$ cat config.mk
export PLATFORM = sky130hd
export DESIGN_NAME = pattern_port
export DESIGN_NICKNAME = d
export VERILOG_FILES = /design/src/rtl/pattern_port.sv
export SDC_FILE = /design/constraint.sdc
export NUM_CORES = 1
export LEC_CHECK = 0
export ABC_CLOCK_PERIOD_IN_PS = 5370
export CAP_MARGIN = 20
export CORE_MARGIN = 2
export CORE_UTILIZATION = 44
export DETAILED_ROUTE_END_ITERATION = 10
export HOLD_SLACK_MARGIN = 0.08
export PLACE_DENSITY_LB_ADDON = 0.1
export SLEW_MARGIN = 20
export SYNTH_ARGS = -nofsm -noshare
export SYNTH_HDL_FRONTEND = slang
export SYNTH_SLANG_ARGS = --single-unit
$ cat constraint.sdc
create_clock -name clk -period 5.37 [get_ports clk]
set_input_delay 1.074 -clock clk [delete_from_list [all_inputs] [get_ports clk]]
set_output_delay 1.074 -clock clk [all_outputs]
set_load 0.005 [all_outputs]
$ cat src/rtl/pattern_port.sv
// rtl/pattern_port.sv - registered pattern output port stepping through a constant table
// Modes: fixed, cyclic, ping-pong and one-shot, paced by an internal prescaler.
module pattern_port #(
   parameter int WIDTH = 4,
   parameter int DEPTH = 4,
   parameter logic [WIDTH*DEPTH-1:0] PATTERN = 16'h0F5A,
   parameter int DIV = 12000000,
   localparam int IW = (DEPTH > 1) ? $clog2(DEPTH) : 1
) (
   input  logic             clk,
   input  logic             rst,
   input  logic             en,
   input  logic [1:0]       mode,
   input  logic             start,
   output logic [WIDTH-1:0] data,
   output logic [IW-1:0]    idx,
   output logic             tick,
   output logic             done
);

   localparam int CW = (DIV > 1) ? $clog2(DIV) : 1;
   localparam logic [CW-1:0] CNT_MAX = CW'(DIV - 1);
   localparam logic [IW-1:0] LAST = IW'(DEPTH - 1);

   localparam logic [1:0] M_FIXED    = 2'b00;
   localparam logic [1:0] M_CYCLE    = 2'b01;
   localparam logic [1:0] M_PINGPONG = 2'b10;
   localparam logic [1:0] M_ONESHOT  = 2'b11;

   typedef enum logic [1:0] {S_IDLE, S_RUN, S_DONE} os_state_t;

   os_state_t       os_state;
   logic [CW-1:0]   cnt;
   logic            dir_down;
   logic            step;
   logic [IW-1:0]   nxt_idx;
   logic            nxt_dir_down;
   logic            os_finish;

   function automatic logic [WIDTH-1:0] entry(input logic [IW-1:0] i);
      return PATTERN[int'(i)*WIDTH +: WIDTH];
   endfunction

   assign step = en && (cnt == CNT_MAX);

   // Index the table moves to if a step happens this cycle.
   always_comb begin
      nxt_idx      = idx;
      nxt_dir_down = dir_down;
      os_finish    = 1'b0;
      case (mode)
         M_FIXED: nxt_idx = '0;
         M_CYCLE: nxt_idx = (idx == LAST) ? '0 : idx + 1'b1;
         M_PINGPONG: begin
            if (DEPTH == 1) begin
               nxt_idx = '0;
            end else if (!dir_down) begin
               if (idx < LAST) begin
                  nxt_idx = idx + 1'b1;
               end else begin
                  nxt_idx      = idx - 1'b1;
                  nxt_dir_down = 1'b1;
               end
            end else begin
               if (idx > '0) begin
                  nxt_idx = idx - 1'b1;
               end else begin
                  nxt_idx      = idx + 1'b1;
                  nxt_dir_down = 1'b0;
               end
            end
         end
         default: begin
            if (os_state == S_RUN) begin
               if (idx < LAST) nxt_idx = idx + 1'b1;
               else            os_finish = 1'b1;
            end
         end
      endcase
   end

   always_ff @(posedge clk) begin
      if (rst) begin
         cnt      <= '0;
         idx      <= '0;
         data     <= entry('0);
         dir_down <= 1'b0;
         tick     <= 1'b0;
         done     <= 1'b0;
         os_state <= S_IDLE;
      end else begin
         tick <= 1'b0;
         if (mode != M_PINGPONG) dir_down <= 1'b0;
         if (mode != M_ONESHOT) begin
            done     <= 1'b0;
            os_state <= S_IDLE;
         end
         // A start pulse beats a coincident step: restart from entry 0, no tick.
         if (mode == M_ONESHOT && start) begin
            cnt      <= '0;
            idx      <= '0;
            data     <= entry('0);
            done     <= 1'b0;
            os_state <= S_RUN;
         end else if (step) begin
            cnt  <= '0;
            tick <= 1'b1;
            idx  <= nxt_idx;
            data <= entry(nxt_idx);
            if (mode == M_PINGPONG) dir_down <= nxt_dir_down;
            if (os_finish) begin
               done     <= 1'b1;
               os_state <= S_DONE;
            end
         end else if (en) begin
            cnt <= cnt + 1'b1;
         end
      end
   end

endmodule

# Word-level counts from Yosys, hierarchy flattened
# Index checks and enable logic that the tools add are counted.
word_totals:
  wordCells: 52
  ff_bits: 35
op_classes:
  reduce_logical: 6
  magnitude_cmp: 2
  eq_ne: 8
  addsub: 3
  n_mux: 24
  shift: 1
op_table:
  columns: ["operator", "n"]
  rows:
  - ["adder 24 x 1 -> 24 bit, second input constant", 1]
  - ["== test 24 bit, second input constant", 1]
  - ["2-to-1 mux 2 bit", 9]
  - ["indexed part select 16 x 5 -> 4 bit, first input constant", 1]
  - ["2-to-1 mux 1 bit", 14]
  - ["== test 2 bit, second input constant", 3]
  - ["case mux 2 bit (3 select lines)", 1]
  - ["OR reduction 3 bit", 2]
  - ["== test 2 x 1 -> 1 bit, second input constant", 2]
  - ["!= test 2 bit, second input constant", 2]
  - ["adder 2 x 1 -> 2 bit, second input constant", 1]
  - ["greater-than comparator 2 x 1 -> 1 bit, second input constant", 1]
  - ["logical AND 1 bit", 2]
  - ["zero test 2 bit", 1]
  - ["less-than comparator 2 bit, second input constant", 1]
  - ["OR reduction 2 bit", 1]
  - ["subtractor 2 x 1 -> 2 bit, second input constant", 1]

# Longest topological paths before layout
depth:
  word_depth: 7
  ltp_mapped: 9
  mapped_depth_nobuf: 9

# Least setup slack after synthesis
# Ideal clock, no wire load.
synth_path:
  path_type: "input -> register"
  start: "input en"
  end: "register cnt[22]"
  arrival_time_ps: 2462
  required_time_ps: 5304
  stages: 6
  setup_ps: 66
  path_slack_ps: 2842
  path_buffers: 2
  path_cell_list: "buf_4 -> nand3_2 -> or4_4 -> buf_6 -> or4_4 -> a21oi_2"
synth_via:
  elab_chain_len: 2
synth_lines:
  columns: ["item", "line_no", "text"]
  rows:
  - ["start, declared", "12", "input logic en,"]
  - ["logical AND 1 bit", "44", "assign step = en && (cnt == CNT_MAX);"]
  - ["OR reduction 3 bit (no line)", null, null]
  - ["end signal, assigned", "116", "cnt <= cnt + 1'b1;"]
  - ["end, declared", "33", "logic [CW-1:0] cnt;"]
# Parallel ways exist; a longest one is shown, timed or not.
# A chain may end at the register's enable or synchronous reset.

# Worst setup path after layout
layout_path:
  start: "input en"
  end: "register cnt[23]"
# The elaborated chain is that of the path after synthesis.

==> results.md <==
- Boundary pin count: 14
- Fin crit period: around 3.3 ns
- Vias: 1490
- Max_slew headroom: 46.9%
- Outcome: finished clean
- Clock tree sinks: 33
- Total power: 0.000453 W
- Unique masters post-synth: between 40 and 50
- Pwr/cell area: roughly 230 mW/mm2
- Fin Clk Skew: just over 0.004 ns
- Final worst slack: roughly 2.1 ns
- DRT iter0 DRCs: 44
- Clock buffer depth: 2
- Pin count of the biggest net entering global routing: 24
- Die Y: just under 70 um
- Nature of the critical path startpoint: input pin
- Adder-Cell Fraction of Synth Area: approximately 5.6%
- Postcts setup bufs: 0
- Mapped cell area: between 0.0015 and 0.002 mm2
- Gate Count Post-Synth: a little over 200
- Int Pwr: 0.000356 W
- Worst Setup SP: en
- Place WS: between 1.5 and 2 ns
- Final setup viols: 0
- RR Startpoint: cnt[0]
- Initial antenna violation count: 0
- R2r setup slk: 2.89 ns
- Layout cells sized above 1: between 10 and 15%
- Synth Area in Simple Gates: approximately 30%
- GP Congestion: around 0.78
- Async S/R FF share, synth: 0%
- Initial Utilization: 45.4%
- Tightest Hold Check Type: reg -> reg
- CTS-repair resized insts: 0
- Post-route DRC: 0
- I/O Buffers: 13
- MaxCap Viol Count: 0
- Fin Setup TNS: 0 ns
- CTS tree: yes
- Die ar.: approximately 0.0046 mm2
- Hold-fix buffers at CTS: 0
- Critical path arrival: approximately 3.5 ns
- Antenna viol nets, final: 0
- Final design utilization: roughly 51%
- Number of hold violations in the final report: 0
- Row count: 23
- Syn Nets: about 220
- Synth-to-layout area growth: 11.6%
- CTS buffer count: 5
- Main combinational cell family by area after synthesis: simple AND/OR/NAND/NOR gates
- Vias per inst: roughly 5.6
- Layout net count: between 200 and 250
- GRT Total Usage: between 10% and 20%
- RSZ-0062 raised after global routing: false
- Crit path kind: in -> reg
- GRT overflow: 0
- Sequential Power Share: a little over half
- Routed wire length per instance: roughly 14 um
- H-tree Lvls: 2
- Xor/xnor cell area share of the yosys netlist: 5.88%
- Chip width: roughly 68 um
- Initial DRT Pass Iterations: 4
- Post-synthesis compound-gate area fraction: roughly 15%
- Worst vdd ir: ~0.15 mV
- Min-Delay Startpoint: done
- Critical Path RT: roughly 5.5 ns
- Syn avg cell area: just under 9 um2
- Fin crit share: 61.6%
- Final WL: around 3700 um
- DP HPWL: 2720 um
- Antenna diode count: 0
- Top_reg_cell synth: dfxtp_1
- CP endpoint kind: flip-flop
- Clock latency on the worst-skew pair: 0.28 ns
- Number of non-filler instances in the completed layout: approximately 260
- First-pass GRT wire length: between 6000 and 7000 um
- Core area: about 0.0039 mm2
- Clk pwr share: 40.7%
- Reg-to-Reg End: cnt[23]
- Comb power frac: 4.4%
- F_max: around 300 MHz
- Hold depth: 2
- Root Buffer: clkbuf_8
- Slew Limit Fails: 0
- Vias in the first global route: approximately 1400
- Worst hold endpoint: done
- Post-Place Cells: ~260
- Peak fanout along the critical path: 23
- Worst slew pin tran: between 0.7 and 0.8 ns
- Synth warn: 0
- Worst-path clk slew: approximately 0.060 ns
- Lkg Pwr: ~0.64 nW
- Sequential area share after synthesis: 36.9%
- R2R depth: 5
- P_sw: about 0.000097 W
- EDFF count, synth: 0
- Number of synthesized register bits: 33
- Mux contribution to synthesized area: 1.19%
- Switching Share: 21.3%
==> cells in the mapped netlist (2+ instances only) <==
cell	count	share of area [%]
nand4_1	4	1.4
ha_1	8	5.6
a211oi_1	2	0.84
and3b_1	2	0.98
nand3_1	8	2.2
a21oi_1	11	3.1
a21oi_2	2	0.98
or4_4	3	1.9
xor2_1	3	1.5
buf_6	3	1.9
nor2_1	23	4.8
o31a_1	2	0.98
nand2_1	16	3.4
o21ai_0	8	2.2
o31ai_1	6	2.5
buf_4	4	1.7
xnor2_1	9	4.4
or4_1	6	2.5
nand2b_1	2	0.70
a31oi_1	4	1.4
or3_1	5	1.7
nor3_1	4	1.1
dfxtp_1	33	37
nor4_1	6	2.1
and3_1	3	1.0
inv_1	6	1.3
==> cells by family (layout without fill, tap and decap cells) <==
kind of cell    count (synthesis)  after routing
compound gates                 41             41
xor+xnor                       12             12
fa+ha+maj                       8              8
buf+inv                        15             26
flops                          33             33
mux                             2              2
simple gates                   92             92
==> area by class of cell <==
cell class	count	area, um2
Clock buffer	7	86.3
Fill cell	385	1950
Inverter	6	22.5
Multi-Input combinational cell	155	1030
Sequential cell	33	661
Tap cell	50	62.6
Timing Repair Buffer	13	130
==> cells in the final DEF, fill, tap and decap left out, types with 3 or more instances in the layout <==
master | Yosys | final
clkdlybuf4s50_1 | 0 | 13
nand2_1 | 16 | 16
nand4_1 | 4 | 4
or3_1 | 5 | 5
o21ai_0 | 8 | 8
nor2_1 | 23 | 23
inv_1 | 6 | 6
clkbuf_8 | 0 | 6
a31oi_1 | 4 | 4
and3_1 | 3 | 3
ha_1 | 8 | 8
xnor2_1 | 9 | 9
o31ai_1 | 6 | 6
nand3_1 | 8 | 8
dfxtp_1 | 33 | 33
xor2_1 | 3 | 3
nor4_1 | 6 | 6
a21oi_1 | 11 | 11
or4_1 | 6 | 6
nor3_1 | 4 | 4
or4_4 | 3 | 3
==> layer usage <==
| metal | vias up | share of wire, % | global-route usage, % |
|---|---|---|---|
| li1 | 765 | - | - |
| met1 | 701 | 47 | 22.1 |
| met2 | 20 | 49 | 32.0 |
| met3 | 4 | 2.8 | 4.50 |
| met4 | 0 | 0.82 | 5.87 |
| met5 | - | 0 | 0 |
==> worst max path at each step <==
stage,endpoint,slack (ns),cells past startpoint
6_report,cnt[23],2.06,5
5_1_grt,cnt[23],1.92,5
4_1_cts,cnt[23],2.11,5
3_5_place_dp,cnt[23],1.84,5
3_3_place_gp,cnt[23],1.96,5
2_1_floorplan,cnt[22],2.84,6
==> metrics by stage <==
stage | hold slack [ns] | instance area [um2]
floorplan | 0.449 | 1790
global placement | 0.446 | 1900
detailed placement | 0.459 | 1900
CTS | 0.475 | 1990
global route | 0.535 | 2000
finish | 0.473 | 2000
==> flip-flops by register name (all words and copies together) (netlist names) <==
| name | cells |
|---|---|
| cnt | 24 |
| data | 2 |
| dir_down | 1 |
| done | 1 |
| idx | 2 |
| os_state | 2 |
| tick | 1 |
==> critical path: stages <==
cell and delay (ns):
clkdlybuf4s50_1 0.67, nand4_1 0.22, nor4_1 0.74, a21o_2 0.54, o21ba_2 0.22
==> power by group through the flow <==
stage	Clock [W]	Combinational (W)	Sequential, W
2_1_floorplan	0	0.0000143	0.000254
3_3_place_gp	0	0.0000195	0.000254
3_5_place_dp	0	0.0000202	0.000254
4_1_cts	0.000191	0.0000203	0.000248
5_1_grt	0.000203	0.0000224	0.000249
6_report	0.000184	0.0000201	0.000249
Note: power is estimated with default switching activity, not from simulation.
